`src/rtl/frogger_pkg.sv`:
```
// rtl/frogger_pkg.sv - shared game constants and state codes for the frogger blocks
package frogger_pkg;

  typedef enum logic [2:0] {
    ST_IDLE      = 3'd0,
    ST_PLAYING   = 3'd1,
    ST_DYING     = 3'd2,
    ST_LEVEL_UP  = 3'd3,
    ST_GAME_OVER = 3'd4
  } state_t;

  localparam int TILE_SIZE = 32;
  localparam int SPAWN_X   = 304;
  localparam int SPAWN_Y   = 448;
  localparam int GOAL_Y    = 0;

  function automatic logic [3:0] sat_inc_level(input logic [3:0] level, input logic [3:0] max_level);
    return (level >= max_level) ? max_level : level + 4'd1;
  endfunction

endpackage

```
`src/rtl/frame_timer.sv`:
```
// rtl/frame_timer.sv - 8-bit frame-tick counter with clear and limit compare
module frame_timer (
  input  logic       i_Clk,
  input  logic       i_Rst,
  input  logic       i_Clear,
  input  logic       i_Frame_Tick,
  input  logic [7:0] i_Limit,
  output logic       o_Done
);

  logic [7:0] count;

  // Holding at the limit keeps o_Done stable until the owner clears the timer.
  always_ff @(posedge i_Clk or posedge i_Rst) begin
    if (i_Rst) begin
      count <= '0;
    end else if (i_Clear) begin
      count <= '0;
    end else if (i_Frame_Tick && !o_Done) begin
      count <= count + 8'd1;
    end
  end

  assign o_Done = (count == i_Limit);

endmodule

```
`src/rtl/frog_life_controller.sv`:
```
// rtl/frog_life_controller.sv - per-life game flow: death, respawn, level-up, game over
module frog_life_controller
  import frogger_pkg::*;
#(
  parameter int c_LIVES        = 3,
  parameter int c_DEATH_FRAMES = 60,
  parameter int c_LEVEL_FRAMES = 30,
  parameter int c_GRACE_FRAMES = 45,
  parameter int c_BLINK_FRAMES = 8,
  parameter int c_GOAL_Y       = GOAL_Y,
  parameter int c_MAX_LEVEL    = 9
) (
  input  logic       i_Clk,
  input  logic       i_Rst,
  input  logic       i_Frame_Tick,
  input  logic       i_Has_Collided,
  input  logic [9:0] i_Frog_Y,
  input  logic       i_Start,
  output logic [2:0] o_State,
  output logic [1:0] o_Lives,
  output logic [3:0] o_Level,
  output logic       o_Freeze,
  output logic       o_Frog_Reset,
  output logic       o_Frog_Visible,
  output logic       o_Game_Over
);

  state_t     state;
  logic [7:0] grace;
  logic [7:0] blink_cnt;
  logic       timer_clear;
  logic       timer_done;
  logic [7:0] timer_limit;
  logic       hit;
  logic       at_goal;

  // Timer is held clear outside the counting states, so a tick on the entry edge is dropped.
  assign timer_clear = !(state == ST_DYING || state == ST_LEVEL_UP);
  assign timer_limit = (state == ST_DYING) ? 8'(c_DEATH_FRAMES) : 8'(c_LEVEL_FRAMES);
  assign hit         = i_Has_Collided && (grace == 8'd0);
  assign at_goal     = (i_Frog_Y <= 10'(c_GOAL_Y));
  assign o_State     = state;

  frame_timer u_frame_timer (
    .i_Clk        (i_Clk),
    .i_Rst        (i_Rst),
    .i_Clear      (timer_clear),
    .i_Frame_Tick (i_Frame_Tick),
    .i_Limit      (timer_limit),
    .o_Done       (timer_done)
  );

  always_ff @(posedge i_Clk or posedge i_Rst) begin
    if (i_Rst) begin
      state          <= ST_IDLE;
      o_Lives        <= 2'(c_LIVES);
      o_Level        <= '0;
      o_Freeze       <= 1'b1;
      o_Frog_Reset   <= 1'b0;
      o_Frog_Visible <= 1'b0;
      o_Game_Over    <= 1'b0;
      grace          <= '0;
      blink_cnt      <= '0;
    end else begin
      o_Frog_Reset <= 1'b0;
      case (state)
        ST_IDLE, ST_GAME_OVER: begin
          if (i_Start) begin
            state          <= ST_PLAYING;
            o_Lives        <= 2'(c_LIVES);
            o_Level        <= '0;
            grace          <= 8'(c_GRACE_FRAMES);
            o_Frog_Reset   <= 1'b1;
            o_Freeze       <= 1'b0;
            o_Frog_Visible <= 1'b1;
            o_Game_Over    <= 1'b0;
          end
        end
        ST_PLAYING: begin
          if (i_Frame_Tick && grace != 8'd0) begin
            grace <= grace - 8'd1;
          end
          if (hit) begin
            state          <= ST_DYING;
            o_Lives        <= (o_Lives == 2'd0) ? 2'd0 : o_Lives - 2'd1;
            o_Freeze       <= 1'b1;
            o_Frog_Visible <= 1'b0;
            blink_cnt      <= '0;
          end else if (at_goal) begin
            state    <= ST_LEVEL_UP;
            o_Freeze <= 1'b1;
          end
        end
        ST_DYING: begin
          if (timer_done) begin
            if (o_Lives == 2'd0) begin
              state          <= ST_GAME_OVER;
              o_Game_Over    <= 1'b1;
              o_Frog_Visible <= 1'b0;
            end else begin
              state          <= ST_PLAYING;
              grace          <= 8'(c_GRACE_FRAMES);
              o_Frog_Reset   <= 1'b1;
              o_Freeze       <= 1'b0;
              o_Frog_Visible <= 1'b1;
            end
          end else if (i_Frame_Tick) begin
            if (blink_cnt == 8'(c_BLINK_FRAMES - 1)) begin
              blink_cnt      <= '0;
              o_Frog_Visible <= ~o_Frog_Visible;
            end else begin
              blink_cnt <= blink_cnt + 8'd1;
            end
          end
        end
        ST_LEVEL_UP: begin
          if (timer_done) begin
            state          <= ST_PLAYING;
            o_Level        <= sat_inc_level(o_Level, 4'(c_MAX_LEVEL));
            grace          <= 8'(c_GRACE_FRAMES);
            o_Frog_Reset   <= 1'b1;
            o_Freeze       <= 1'b0;
            o_Frog_Visible <= 1'b1;
          end
        end
        default: begin
          state    <= ST_IDLE;
          o_Freeze <= 1'b1;
        end
      endcase
    end
  end

endmodule

```
`config.mk`:
```
export PLATFORM = sky130hd
export DESIGN_NAME = frog_life_controller
export DESIGN_NICKNAME = d
export VERILOG_FILES = /design/src/rtl/frogger_pkg.sv /design/src/rtl/frame_timer.sv /design/src/rtl/frog_life_controller.sv
export SDC_FILE = /design/constraint.sdc
export NUM_CORES = 1
export LEC_CHECK = 0
export CAP_MARGIN = 40
export CORE_ASPECT_RATIO = 1.25
export CORE_UTILIZATION = 35
export CTS_BUF_LIST = sky130_fd_sc_hd__clkbuf_2
export CTS_CLUSTER_DIAMETER = 40
export DETAILED_ROUTE_END_ITERATION = 8
export DONT_BUFFER_PORTS = 1
export PLACE_DENSITY = 0.5
export SYNTH_ARGS = -nofsm -noshare
export SYNTH_HDL_FRONTEND = slang
export SYNTH_HIERARCHICAL = 1
export SYNTH_SLANG_ARGS = --single-unit
```
`constraint.sdc`:
```
create_clock -name i_Clk -period 5.4 [get_ports i_Clk]
set_input_delay 1.08 -clock i_Clk [delete_from_list [all_inputs] [get_ports i_Clk]]
set_output_delay 1.08 -clock i_Clk [all_outputs]
set_load 0.02 [all_outputs]
```
==> results.tsv <==
metric	value	unit
antennaDiodeCount	0	
power_density	434.2	nW/um2
synthArstFlopShare	100.0	%
final_antenna_net_count	0	
yosysSeqAreaShare	39.00	%
vdd_drop_max	0.2226	mV
yosysTopAreaCellShare	35.70	%
worst_slew_pin_slew	879.6	ps
drive_gt1_share	10.51	%
cts_root_buf	clkbuf_2	
synth_cells	254	
status	completed	
area_growth	6.772	%
clk_latency	390	ps
antenna_found_initial	0	
seqPwrFrac	43.0	%
crit_fanout	18	
comb_power_share	36.6	%
min_path_type	in2async	
p_sw	462.6	uW
synth_top_cells_by_count	dfrtp_1 (34), nor2_1 (20), nand2_1 (14), nand3_1 (14), inv_1 (13)	
maxSlewViolCount	0	
power_frac_clock	20.3	%
wl_per_cell	16.25	um
dr.pass1.iters	4	
max-clock-path-buffers	2	
portBuffers	0	
synth.largest_area_cell	dfrtp_1	
dieArea	7146	um2
cp_num_buf_inv	1	
totalPowerFinal	1.105	mW
dp_hpwl	4135	um
yosysMostFrequentCell	dfrtp_1	
crit_arrival	3870	ps
worstSetupStartpointType	flip-flop	
place_congestion	0.7872	
cp-end-kind	flip-flop	
max_stage_delay	790	ps
cts_made_buffers	5	
synth_seq_cells	37	
ioPinCount	28	
cp_cell_sequence	or3b_1 -> inv_1 -> xor2_1 -> nor4_4 -> and2_1 -> nor3b_1 -> a211o_1 -> a21oi_1 -> mux2_2	
path_clk_slew	210	ps
place_ws	1861	ps
cts.sinks	37	
syn_area_per_cell	9.384	um2
fin_skew	17.48	ps
p_leak	1.137	nW
synthFlopType	dfrtp_1	
drt_iter0_markers	58	
crit_path_top_delay_cell	dfrtp_1	
grt_pass1_vias	1954	
grt-ovfl-total	0	
syn-cell-area	2384	um2
fin_crit	3577	ps
hold_viol_final	0	
internal_power	642.4	uW
post_cts_resized	0	
yosys_warnings	6	
sw_frac_of_total	41.86	%
relSlewSlack	41.36	%
cp.required	5690	ps
wirelength	5589	um
vias_per_cell	5.555	
finalCritPeriodShare	66.24	%
path_class	reg2reg	
rsz0062_at_grt	no	
grt_pass1_wl	9494	um
die_y	94.27	um
fp.dieW	75.81	um
grtUsageTotal	17.66	%
cts_tree	yes	
drv_cap	0	
vias	1911	
path_delay_family	simple AND/OR/NAND/NOR gates	
finalSetupTns	0	ps
ctsHoldBuffers	0	
grt_max_degree	30	
start_util	36.31	%
setup_ws	1823	ps
fin_nets	278	
cts_setup_buffers	0	
synth_area_leaders	dfrtp_1 (36%), ha_1 (3.7%), dfstp_2 (3.3%)	
h-tree-depth	2	
fmax	279.5	MHz
rows	33	
drcViolationCount	0	
synth-edff-count	0	
ys_types	56	
setup_violations	0	
core_area	6565	um2
registers in the layout (all words and copies together) (netlist names):
| register | flops |
|---|---|
| o_State | 3 |
| o_Lives | 2 |
| o_Freeze | 1 |
| o_Frog_Visible | 1 |
| grace | 8 |
| o_Frog_Reset | 1 |
| o_Level | 4 |
| blink_cnt | 8 |
| u_frame_timer/count | 8 |
| o_Game_Over | 1 |
through the flow:
| step | cell area [um2] | util (%) | std cells | hold slack (ps) |
|---|---|---|---|---|
| final | 2545 | 38.77 | 344 | 478.7 |
| after global routing | 2545 | 38.77 | 344 | 460.8 |
| after CTS | 2545 | 38.77 | 344 | 458.6 |
| after detailed placement | 2455 | 37.39 | 336 | 517.3 |
| after global placement | 2455 | 37.39 | 336 | 510.8 |
| after floorplan | 2399 | - | 258 | 471.3 |
worst register-to-register path, cell delays in order (launching register included):
cell	delay (ps)
dfrtp_1	790
or3b_1	540
inv_1	180
xor2_1	120
nor4_4	490
and2_1	340
nor3b_1	100
a211o_1	350
a21oi_1	230
mux2_2	360
power groups by stage:
stage	Clock (mW)	Combinational, mW	Sequential [mW]
final	0.224	0.405	0.476
after global routing	0.244	0.461	0.492
after CTS	0.236	0.409	0.478
after detailed placement	0	0.407	0.485
after global placement	0	0.401	0.484
after floorplan	0	0.353	0.445
logic make-up (layout without fill, tap and decap cells):
group	after synthesis	count (layout)	share of synthesized area [%]
flip-flops	37	37	39.00
multiplexers	11	11	5.039
XOR/XNOR	8	8	2.940
AND/OR/NAND/NOR	102	102	25.35
other	2	6	0.3151
AO/OA/AOI/OAI	64	64	19.11
buffers and inverters	23	22	4.567
adder cells (fa/ha/maj)	7	7	3.674
final timing paths:
path | end | start | cells after the start | slack (ps)
worst max-delay path | grace[1] | o_State[1] | 9 | 1820
worst min-delay path | u_frame_timer/count[0] | i_Rst | 1 | 480
worst max register to register | grace[1] | o_State[1] | 9 | 1820
worst min register to register | grace[0] | grace[0] | 1 | 540
max in group asynchronous | o_Lives[1] | i_Rst | 2 | 4440
min in group i_Clk | grace[0] | grace[0] | 1 | 540
layer usage:
layer  global-route usage, %  vias up  share of wire [%]
li1                        -      936                  -
met1                   20.48      948                 42
met2                   31.27       21                 53
met3                   3.970        6                3.8
met4                   5.556        0                1.6
met5                       0        -                  0
layout by cell type, fill, tap and decap left out, drive strengths merged, types with 3 or more instances in the layout:
cell type  count
o211ai         4
dfstp          3
a21oi         10
a21boi         3
o31ai          3
o21ai         12
nand2         14
a32o           3
a211o          4
conb           6
inv           13
nand4          4
a22o           6
nor3b          4
a31oi          6
mux2i          3
mux2           8
dfrtp         34
nor2b          8
or3b           6
nor2          20
clkbuf         5
ha             7
nand2b         3
xor2           8
nor3           8
nor4           6
nand3         14
area by class of cell:
| type | count | area, um2 |
|---|---|---|
| Sequential cell | 37 | 929.6 |
| Timing Repair Buffer | 1 | 7.507 |
| Multi-Input combinational cell | 198 | 1360 |
| Inverter | 13 | 48.80 |
| Tap cell | 87 | 108.9 |
| Clock inverter | 3 | 65.06 |
| Clock buffer | 5 | 25.02 |
| Fill cell | 668 | 4020 |
(Power assumes the default switching activity.)
